`src/rtl/character_move_sequencer.sv`:
```
// Per-frame movement sequencer. On each frame tick it snapshots the four
// characters' direction requests, proposes a clamped candidate position for
// each character in fixed order 0..3, asks the collision detector and either
// commits or rejects each move. Committed positions are authoritative.
module character_move_sequencer #(
  parameter int unsigned STEP     = 2,
  parameter int unsigned SCREEN_W = 640,
  parameter int unsigned SCREEN_H = 480,
  parameter int unsigned CHAR_W   = 32,
  parameter int unsigned CHAR_H   = 32,
  parameter int unsigned INIT_X0  = 40,
  parameter int unsigned INIT_X1  = 200,
  parameter int unsigned INIT_X2  = 360,
  parameter int unsigned INIT_X3  = 520,
  parameter int unsigned INIT_Y0  = 400,
  parameter int unsigned INIT_Y1  = 400,
  parameter int unsigned INIT_Y2  = 400,
  parameter int unsigned INIT_Y3  = 400
) (
  input  logic        clk,
  input  logic        rst_n,
  input  logic        frame_tick,
  input  logic [15:0] dir_req,
  input  logic        move_allowed,
  output logic [9:0]  x0,
  output logic [9:0]  x1,
  output logic [9:0]  x2,
  output logic [9:0]  x3,
  output logic [9:0]  y0,
  output logic [9:0]  y1,
  output logic [9:0]  y2,
  output logic [9:0]  y3,
  output logic [9:0]  test_x,
  output logic [9:0]  test_y,
  output logic [1:0]  character_to_move,
  output logic        busy,
  output logic [3:0]  blocked,
  output logic        sweep_done,
  output logic        frame_overrun
);

  typedef enum logic [2:0] {IDLE, LOAD, SETTLE, EVAL, DONE} state_t;

  localparam logic [10:0] X_MAX  = 11'(SCREEN_W - CHAR_W);
  localparam logic [10:0] Y_MAX  = 11'(SCREEN_H - CHAR_H);
  localparam logic [10:0] STEP_W = 11'(STEP);
  localparam logic [9:0]  INIT_X [4] = '{10'(INIT_X0), 10'(INIT_X1), 10'(INIT_X2), 10'(INIT_X3)};
  localparam logic [9:0]  INIT_Y [4] = '{10'(INIT_Y0), 10'(INIT_Y1), 10'(INIT_Y2), 10'(INIT_Y3)};

  state_t      r_state;
  state_t      w_state_next;
  logic [15:0] r_snap;
  logic [1:0]  r_idx;
  logic [9:0]  r_x [4];
  logic [9:0]  r_y [4];
  logic [9:0]  r_test_x;
  logic [9:0]  r_test_y;
  logic [1:0]  r_ctm;
  logic        r_busy;
  logic [3:0]  r_blocked;
  logic        r_sweep_done;
  logic        r_overrun;

  logic [3:0]  w_req;
  logic [10:0] w_x_cur;
  logic [10:0] w_y_cur;
  logic [10:0] w_x_inc;
  logic [10:0] w_x_dec;
  logic [10:0] w_y_inc;
  logic [10:0] w_y_dec;
  logic [9:0]  w_cand_x;
  logic [9:0]  w_cand_y;
  logic        w_moves;
  logic        w_last;

  // Candidate position for the character at r_idx; opposing requests cancel,
  // 11-bit intermediates catch underflow (bit 10) and overflow before clamping.
  always_comb begin
    w_req    = r_snap[{r_idx, 2'b00} +: 4];
    w_x_cur  = {1'b0, r_x[r_idx]};
    w_y_cur  = {1'b0, r_y[r_idx]};
    w_x_inc  = w_x_cur + STEP_W;
    w_x_dec  = w_x_cur - STEP_W;
    w_y_inc  = w_y_cur + STEP_W;
    w_y_dec  = w_y_cur - STEP_W;
    w_cand_x = r_x[r_idx];
    w_cand_y = r_y[r_idx];
    if (w_req[0] && !w_req[1]) begin
      w_cand_x = (w_x_inc > X_MAX) ? X_MAX[9:0] : w_x_inc[9:0];
    end else if (w_req[1] && !w_req[0]) begin
      w_cand_x = w_x_dec[10] ? '0 : w_x_dec[9:0];
    end
    if (w_req[2] && !w_req[3]) begin
      w_cand_y = (w_y_inc > Y_MAX) ? Y_MAX[9:0] : w_y_inc[9:0];
    end else if (w_req[3] && !w_req[2]) begin
      w_cand_y = w_y_dec[10] ? '0 : w_y_dec[9:0];
    end
    w_moves = (w_cand_x != r_x[r_idx]) || (w_cand_y != r_y[r_idx]);
    w_last  = (r_idx == 2'd3);
  end

  // State register.
  always_ff @(posedge clk or negedge rst_n) begin
    if (!rst_n) r_state <= IDLE;
    else        r_state <= w_state_next;
  end

  // Next-state logic; stationary characters skip the detector query.
  always_comb begin
    w_state_next = r_state;
    unique case (r_state)
      IDLE:    if (frame_tick) w_state_next = LOAD;
      LOAD:    begin
        if (w_moves)     w_state_next = SETTLE;
        else if (w_last) w_state_next = DONE;
        else             w_state_next = LOAD;
      end
      SETTLE:  w_state_next = EVAL;
      EVAL:    w_state_next = w_last ? DONE : LOAD;
      DONE:    w_state_next = IDLE;
      default: w_state_next = IDLE;
    endcase
  end

  // Sweep datapath: snapshot, detector query registers, commits and status flags.
  always_ff @(posedge clk or negedge rst_n) begin
    if (!rst_n) begin
      r_snap       <= '0;
      r_idx        <= '0;
      r_test_x     <= '0;
      r_test_y     <= '0;
      r_ctm        <= '0;
      r_busy       <= 1'b0;
      r_blocked    <= '0;
      r_sweep_done <= 1'b0;
      r_overrun    <= 1'b0;
      for (int unsigned i = 0; i < 4; i++) begin
        r_x[i] <= INIT_X[i];
        r_y[i] <= INIT_Y[i];
      end
    end else begin
      r_busy       <= (w_state_next != IDLE);
      r_sweep_done <= (w_state_next == DONE);
      r_overrun    <= frame_tick && (r_state != IDLE);
      unique case (r_state)
        IDLE: begin
          if (frame_tick) begin
            r_snap <= dir_req;
            r_idx  <= '0;
          end
        end
        LOAD: begin
          if (w_moves) begin
            r_test_x <= w_cand_x;
            r_test_y <= w_cand_y;
            r_ctm    <= r_idx;
          end else begin
            r_blocked[r_idx] <= 1'b0;
            if (!w_last) r_idx <= r_idx + 2'd1;
          end
        end
        EVAL: begin
          if (move_allowed) begin
            r_x[r_idx]       <= r_test_x;
            r_y[r_idx]       <= r_test_y;
            r_blocked[r_idx] <= 1'b0;
          end else begin
            r_blocked[r_idx] <= 1'b1;
          end
          if (!w_last) r_idx <= r_idx + 2'd1;
        end
        default: ;
      endcase
    end
  end

  assign x0                = r_x[0];
  assign x1                = r_x[1];
  assign x2                = r_x[2];
  assign x3                = r_x[3];
  assign y0                = r_y[0];
  assign y1                = r_y[1];
  assign y2                = r_y[2];
  assign y3                = r_y[3];
  assign test_x            = r_test_x;
  assign test_y            = r_test_y;
  assign character_to_move = r_ctm;
  assign busy              = r_busy;
  assign blocked           = r_blocked;
  assign sweep_done        = r_sweep_done;
  assign frame_overrun     = r_overrun;

endmodule

```
`config.mk`:
```
export PLATFORM = sky130hd
export DESIGN_NAME = character_move_sequencer
export DESIGN_NICKNAME = d
export VERILOG_FILES = /design/src/rtl/character_move_sequencer.sv
export SDC_FILE = /design/constraint.sdc
export NUM_CORES = 1
export LEC_CHECK = 0
export BUFFER_PORTS_ARGS = -buffer_cell sky130_fd_sc_hd__buf_2
export CORE_MARGIN = 4
export CORE_UTILIZATION = 24
export DETAILED_ROUTE_END_ITERATION = 6
export GPL_TIMING_DRIVEN = 0
export PLACE_DENSITY = 0.49
export SYNTH_ARGS = -nofsm -noshare
export SYNTH_HDL_FRONTEND = slang
export SYNTH_SLANG_ARGS = --single-unit
```
`constraint.sdc`:
```
create_clock -name clk -period 5.7 [get_ports clk]
set_clock_uncertainty 0.1 [all_clocks]
set_input_delay 1.425 -clock clk [delete_from_list [all_inputs] [get_ports clk]]
set_output_delay 1.425 -clock clk [all_outputs]
set_load 0.1 [all_outputs]
```
==> results.py, run 1 <==
metrics = {
    "outcome": {
        "outcome": "completed",
    },
    "grt": {
        "grt_overflow": 0,
        "grt_pass1_wl_mm": 37.8,
        "track_usage": 0.146,
        "first_global_vias": 6026,
        "grt_max_degree": 90,
        "antenna_found_initial": 1,
    },
    "floorplan": {
        "ios": 129,
        "die_w_um": 183,
        "rows": 63,
        "die_y_um": 183,
        "dieArea_um2": 33500,
        "fp.coreArea_um2": 30000,
        "initial_core_util": 0.246,
    },
    "critical_path": {
        "crit_chain": "buf_2 > mux4_2 > clkbuf_1 > ha_1 > nand2_1 > o22ai_1 > nand3_1 > nor2_1 > xnor2_1 > o2bb2ai_1 > o21ai_0 > a2111o_1 > o211ai_4 > buf_2 > nand2_1 > o41ai_1",
        "reg2reg_to": "test_x[5]",
        "reg2reg_from": "r_idx[1]",
        "reg2reg_depth": 16,
        "crit_type": "reg -> reg",
        "path_buf_inv": 3,
        "r2r_slack_ns": 0.36,
        "crit_arrival_ns": 5.55,
        "start_kind": "flip-flop",
        "critPathCaptureType": "flip-flop",
        "slowest_stage": "a2111o_1",
        "slowest_delay_ns": 0.55,
        "cp_data_required_time_ns": 5.91,
        "cp_max_fo": 10,
        "crit_family": "compound AO/OA/AOI/OAI gates",
    },
    "route": {
        "drc": 0,
        "vias": 6023,
        "dr.first_iter.drc_count": 367,
        "routedWlPerCell_um": 20.4,
        "first_pass_iters": 7,
        "ant_nets": 0,
        "via_per_inst": 4.99,
        "wirelength_mm": 24.6,
    },
    "place": {
        "dp.final_hpwl_mm": 18.1,
        "place_congestion": 0.917,
        "io_buffer_count": 128,
    },
    "final_layout": {
        "nets": 831,
        "top_register": "r_snap",
        "areaGrowthSynthToFinish_pct": 23.6,
        "largest_register_ffs": 16,
        "diodes": 0,
        "seq_area_um2": 3280,
        "multiInputGateArea_um2": 3850,
        "fillers": 3104,
        "drive_above_1_share": 0.411,
    },
    "worst_hold_path": {
        "hold_depth": 1,
        "holdPathEnd": "r_snap[8]",
        "hold_start": "r_snap[8]",
        "min-delay-path-class": "reg -> reg",
    },
    "synth": {
        "synth_flop_cell": "dfrtp_1",
        "syn_avg_cell_area_um2": 11.2,
        "syn_inst": 655,
        "ys_ff_latch": 130,
        "ys_warn_count": 0,
        "synth_common_cells": "dfrtp_1 (107), mux2_2 (101), nand2_1 (62), o21ai_0 (31), clkbuf_1 (29)",
        "synth-edff-count": 0,
        "synth_area_um2": 7360,
        "ys_seq_area_frac": 0.446,
        "synth.top_cell.area_share": 0.364,
        "synthTopCellsByArea": "dfrtp_1 (36%), mux2_2 (15%), dfstp_2 (8.2%), mux4_2 (7.0%), nand2_1 (3.2%)",
        "yosys.cell_count.top_type": "dfrtp_1",
        "synth_cell_type_count": 66,
        "synth-async-reset-ratio": 1.00,
        "synth_area_leader_cell": "dfrtp_1",
        "synth_nets": 683,
    },
    "timing": {
        "slew_headroom": 0.355,
        "tns_ns": 0,
        "final_hold_viol_count": 0,
        "fmax_mhz": 187,
        "setup_viol": 0,
        "rsz0062_at_grt": "no",
        "maxSlewViolCount": 0,
        "finalCriticalPeriod_ns": 5.34,
        "worst_slew_pin_slew_ns": 0.967,
        "fin_crit_sh": 0.937,
    },
    "cts": {
        "cts_tree": "done",
        "clk_path_buf_depth": 2,
        "cts_setup_buffers": 0,
        "cts.hold.buffers_added": 0,
        "clock-sinks": 130,
        "cts_buffers": 17,
        "path_clk_slew_ns": 0.06,
        "root_buffer": "clkbuf_16",
        "cts-resized-gates": 0,
        "cts.htree.levels": 4,
        "clock_latency_ns": 0.43,
    },
    "job": {
        "maxCapViolations": 0,
    },
}
routing by layer:
layer,global-route usage,part of all wire,vias up,wire length (um)
met2,0.224,0.46,185,11300
met1,0.204,0.46,3035,11400
met4,0.0507,0.025,0,618
met5,0,0,-,0
met3,0.0343,0.053,30,1320
li1,-,-,2773,-
worst max-delay path by stage:
stage / start / depth (start not counted) / slack, ns / endpoint
6_report: r_idx[1] / 16 / 0.36 / test_x[5]
5_1_grt: r_idx[1] / 16 / 0.03 / test_x[5]
4_1_cts: r_idx[0] / 17 / 0.28 / test_x[5]
3_5_place_dp: r_idx[0] / 17 / 0.34 / test_x[5]
3_3_place_gp: r_idx[1] / 16 / 0.28 / test_x[5]
2_1_floorplan: x1[2] / 14 / 1.09 / flip-flop
area by class of cell:
type                            count  share of cell area
Buffer                             45              0.0231
Timing Repair Buffer              129              0.0741
Sequential cell                   130               0.361
Inverter                           10             0.00412
Tap cell                          390              0.0536
Multi-Input combinational cell    470               0.423
Clock inverter                     13              0.0121
Clock buffer                       19              0.0498
cell usage in the layout (no fill, tap or decap), types with 17 or more instances in the layout:
master,instances
nand2_1,62
mux2_2,101
o21ai_0,31
nor2_1,27
dfrtp_1,107
clkbuf_1,29
buf_2,139
clkbuf_16,17
mux4_2,23
nand3_1,20
a21oi_1,18
dfstp_2,23
through the flow:
step                worst slack (ns)   util  cell area [um^2]  hold WS, ns  cells
floorplan                       1.09      -              7360        0.375    655
global placement               0.282  0.284              8490        0.387   1173
detailed placement             0.336  0.285              8530        0.382   1174
CTS                            0.283  0.303              9090        0.402   1206
global route                  0.0254  0.304              9100        0.416   1206
finish                         0.358  0.304              9100        0.403   1206
cell families (layout without fill, tap and decap cells):
kind of cell | count (synthesis) | in the layout | share of synthesized area
muxes | 133 | 133 | 0.237
adders and majority gates | 8 | 8 | 0.0136
AOI/OAI and AO/OA | 137 | 137 | 0.132
and+or+nand+nor | 184 | 184 | 0.128
buffers and inverters | 55 | 216 | 0.0336
DFF | 130 | 130 | 0.446
xor gates and xnor gates | 8 | 8 | 0.00952
Power of run 1 is not shown: default switching activity piles up to over one toggle a cycle in this logic, so the estimate is an artifact.
==> run 2, diff against run 1 <==
Settings changed: CTS_BUF_LIST from default to sky130_fd_sc_hd__clkbuf_16.
Clock period 5.7 ns to 5.02 ns, I/O delays scaled along.
==> results.py, run 2 (synthesis gave the netlist of run 1 again) <==
metrics = {
    "cts": {
        "cts_tree": "done",
        "cts.htree.levels": 4,
        "cts_buffers": 17,
        "clock-sinks": 130,
        "clk_path_buf_depth": 2,
        "root_buffer": "clkbuf_16",
        "clock_latency_ns": 0.43,
        "path_clk_slew_ns": 0.07,
    },
    "final_layout": {
        "largest_register_ffs": 16,
        "seq_area_um2": 3280,
        "finish.utilization": 0.307,
        "nets": 837,
        "areaGrowthSynthToFinish_pct": 24.9,
        "diodes": 0,
        "final_common_cell": "buf_2",
        "fillers": 3104,
        "drive_above_1_share": 0.420,
        "top_register": "r_snap",
        "multiInputGateArea_um2": 3870,
        "final_cell_mix": "buf_2 (133), dfrtp_1 (107), mux2_2 (101), nand2_1 (61), o21ai_0 (31)",
        "final_area_um2": 9200,
    },
    "critical_path": {
        "reg2reg_to": "test_x[6]",
        "reg2reg_from": "r_idx[0]",
        "r2r_slack_ns": 0.20,
        "crit_arrival_ns": 5.08,
        "critPathCaptureType": "flip-flop",
        "reg2reg_depth": 19,
        "slowest_stage": "mux4_2",
        "start_kind": "flip-flop",
        "crit_chain": "buf_6 > buf_6 > mux4_2 > clkbuf_2 > ha_1 > and2_1 > a22oi_2 > buf_12 > or3b_2 > a21oi_1 > a21oi_1 > nand3_1 > nand4_1 > nand4b_4 > o211ai_4 > buf_12 > buf_4 > a311oi_1 > a21o_1",
        "slowest_delay_ns": 0.56,
        "crit_type": "reg -> reg",
        "cp_data_required_time_ns": 5.29,
        "cp_max_fo": 10,
    },
    "place": {
        "io_buffer_count": 128,
        "dpl_cell_area_um2": 8530,
        "dp.final_hpwl_mm": 18.1,
        "place_congestion": 0.917,
    },
    "route": {
        "vias": 6068,
        "ant_nets": 0,
        "first_pass_iters": 7,
        "drc": 0,
        "wirelength_mm": 24.6,
        "top_layer": "met4",
        "via_per_inst": 5.01,
        "met1_length_mm": 11.3,
        "met2_length_mm": 11.5,
        "dr.first_iter.drc_count": 387,
        "routedWlPerCell_um": 20.3,
        "wl_met3_mm": 1.36,
    },
    "worst_hold_path": {
        "hold_start": "r_snap[8]",
        "holdPathEnd": "r_snap[8]",
        "min-delay-path-class": "reg -> reg",
        "hold_depth": 1,
    },
    "floorplan": {
        "ios": 129,
        "fp.coreArea_um2": 30000,
        "die_y_um": 183,
        "initial_core_util": 0.246,
        "die_w_um": 183,
        "dieArea_um2": 33500,
        "rows": 63,
    },
    "timing": {
        "fmax_mhz": 208,
        "final_hold_viol_count": 0,
        "maxSlewViolCount": 0,
        "finalCriticalPeriod_ns": 4.82,
        "worst_slew_pin_slew_ns": 0.984,
        "fin_crit_sh": 0.959,
        "setup_viol": 0,
        "slew_headroom": 0.344,
    },
    "grt": {
        "grt_overflow": 0,
        "grt_max_degree": 90,
        "antenna_found_initial": 1,
        "grt_pass1_wl_mm": 38.0,
        "first_global_vias": 6020,
        "track_usage": 0.147,
    },
    "job": {
        "maxCapViolations": 0,
    },
    "outcome": {
        "outcome": "completed",
    },
}
==> run 2: cell count changes in the layout (fill, tap and decap cells not counted), sizes merged <==
cell,before,now
buf,145,150
clkbuf,48,47
clkinv,5,7
==> run 2: cell type report <==
class,count,area share
Multi-Input combinational cell,470,0.421
Sequential cell,130,0.357
Timing Repair Buffer,137,0.0826
Tap cell,390,0.0530
Clock buffer,17,0.0462
Buffer,43,0.0238
Clock inverter,15,0.0128
Inverter,10,0.00408
==> run 2: worst max path at each step <==
| stage | startpoint | endpoint | slack (ns) | cells after the start |
|---|---|---|---|---|
| 6_report | r_idx[0] | test_x[6] | 0.20 | 19 |
| 5_1_grt | r_idx[1] | test_y[7] | -0.005 | 16 |
| 4_1_cts | r_idx[0] | test_x[6] | 0.004 | 17 |
| 3_5_place_dp | r_idx[0] | test_x[5] | -0.34 | 17 |
| 3_3_place_gp | r_idx[1] | test_x[5] | -0.40 | 16 |
| 2_1_floorplan | x1[2] | flip-flop | 0.41 | 14 |
==> run 2: per-stage QoR <==
step                hold slack (ns)  setup slack, ns  setup TNS, ns  cells
finish                        0.402            0.205              0   1212
global route                  0.416         -0.00516       -0.00516   1212
CTS                           0.402          0.00439              0   1208
detailed placement            0.382           -0.344          -7.33   1174
global placement              0.387           -0.398          -8.51   1173
floorplan                     0.375            0.410              0    655
==> run 2: routing by layer <==
layer | global-route usage | up-vias
li1 | - | 2780
met1 | 0.205 | 3078
met2 | 0.227 | 181
met3 | 0.0341 | 29
met4 | 0.0435 | 0
met5 | 0 | -
==> run 2: critical path, delay by kind of cell, from the launching register on <==
family | cells | cell delay [ns]
compound gates | 6 | 1.13
flops | 1 | 0.39
mux | 1 | 0.56
fa+ha+maj | 1 | 0.30
buf+inv | 6 | 1.06
simple gates | 5 | 1.20
==> run 2: what timing repair did <==
action | 4_1_cts | 5_1_grt
buffers inserted | 3 | 5
gates resized for setup | 6 | 8
endpoints found under the setup margin | 26 | 29
hold buffers | 0 | 0
pin swaps | 2 | 3
Power of run 2 is left out for the same reason.
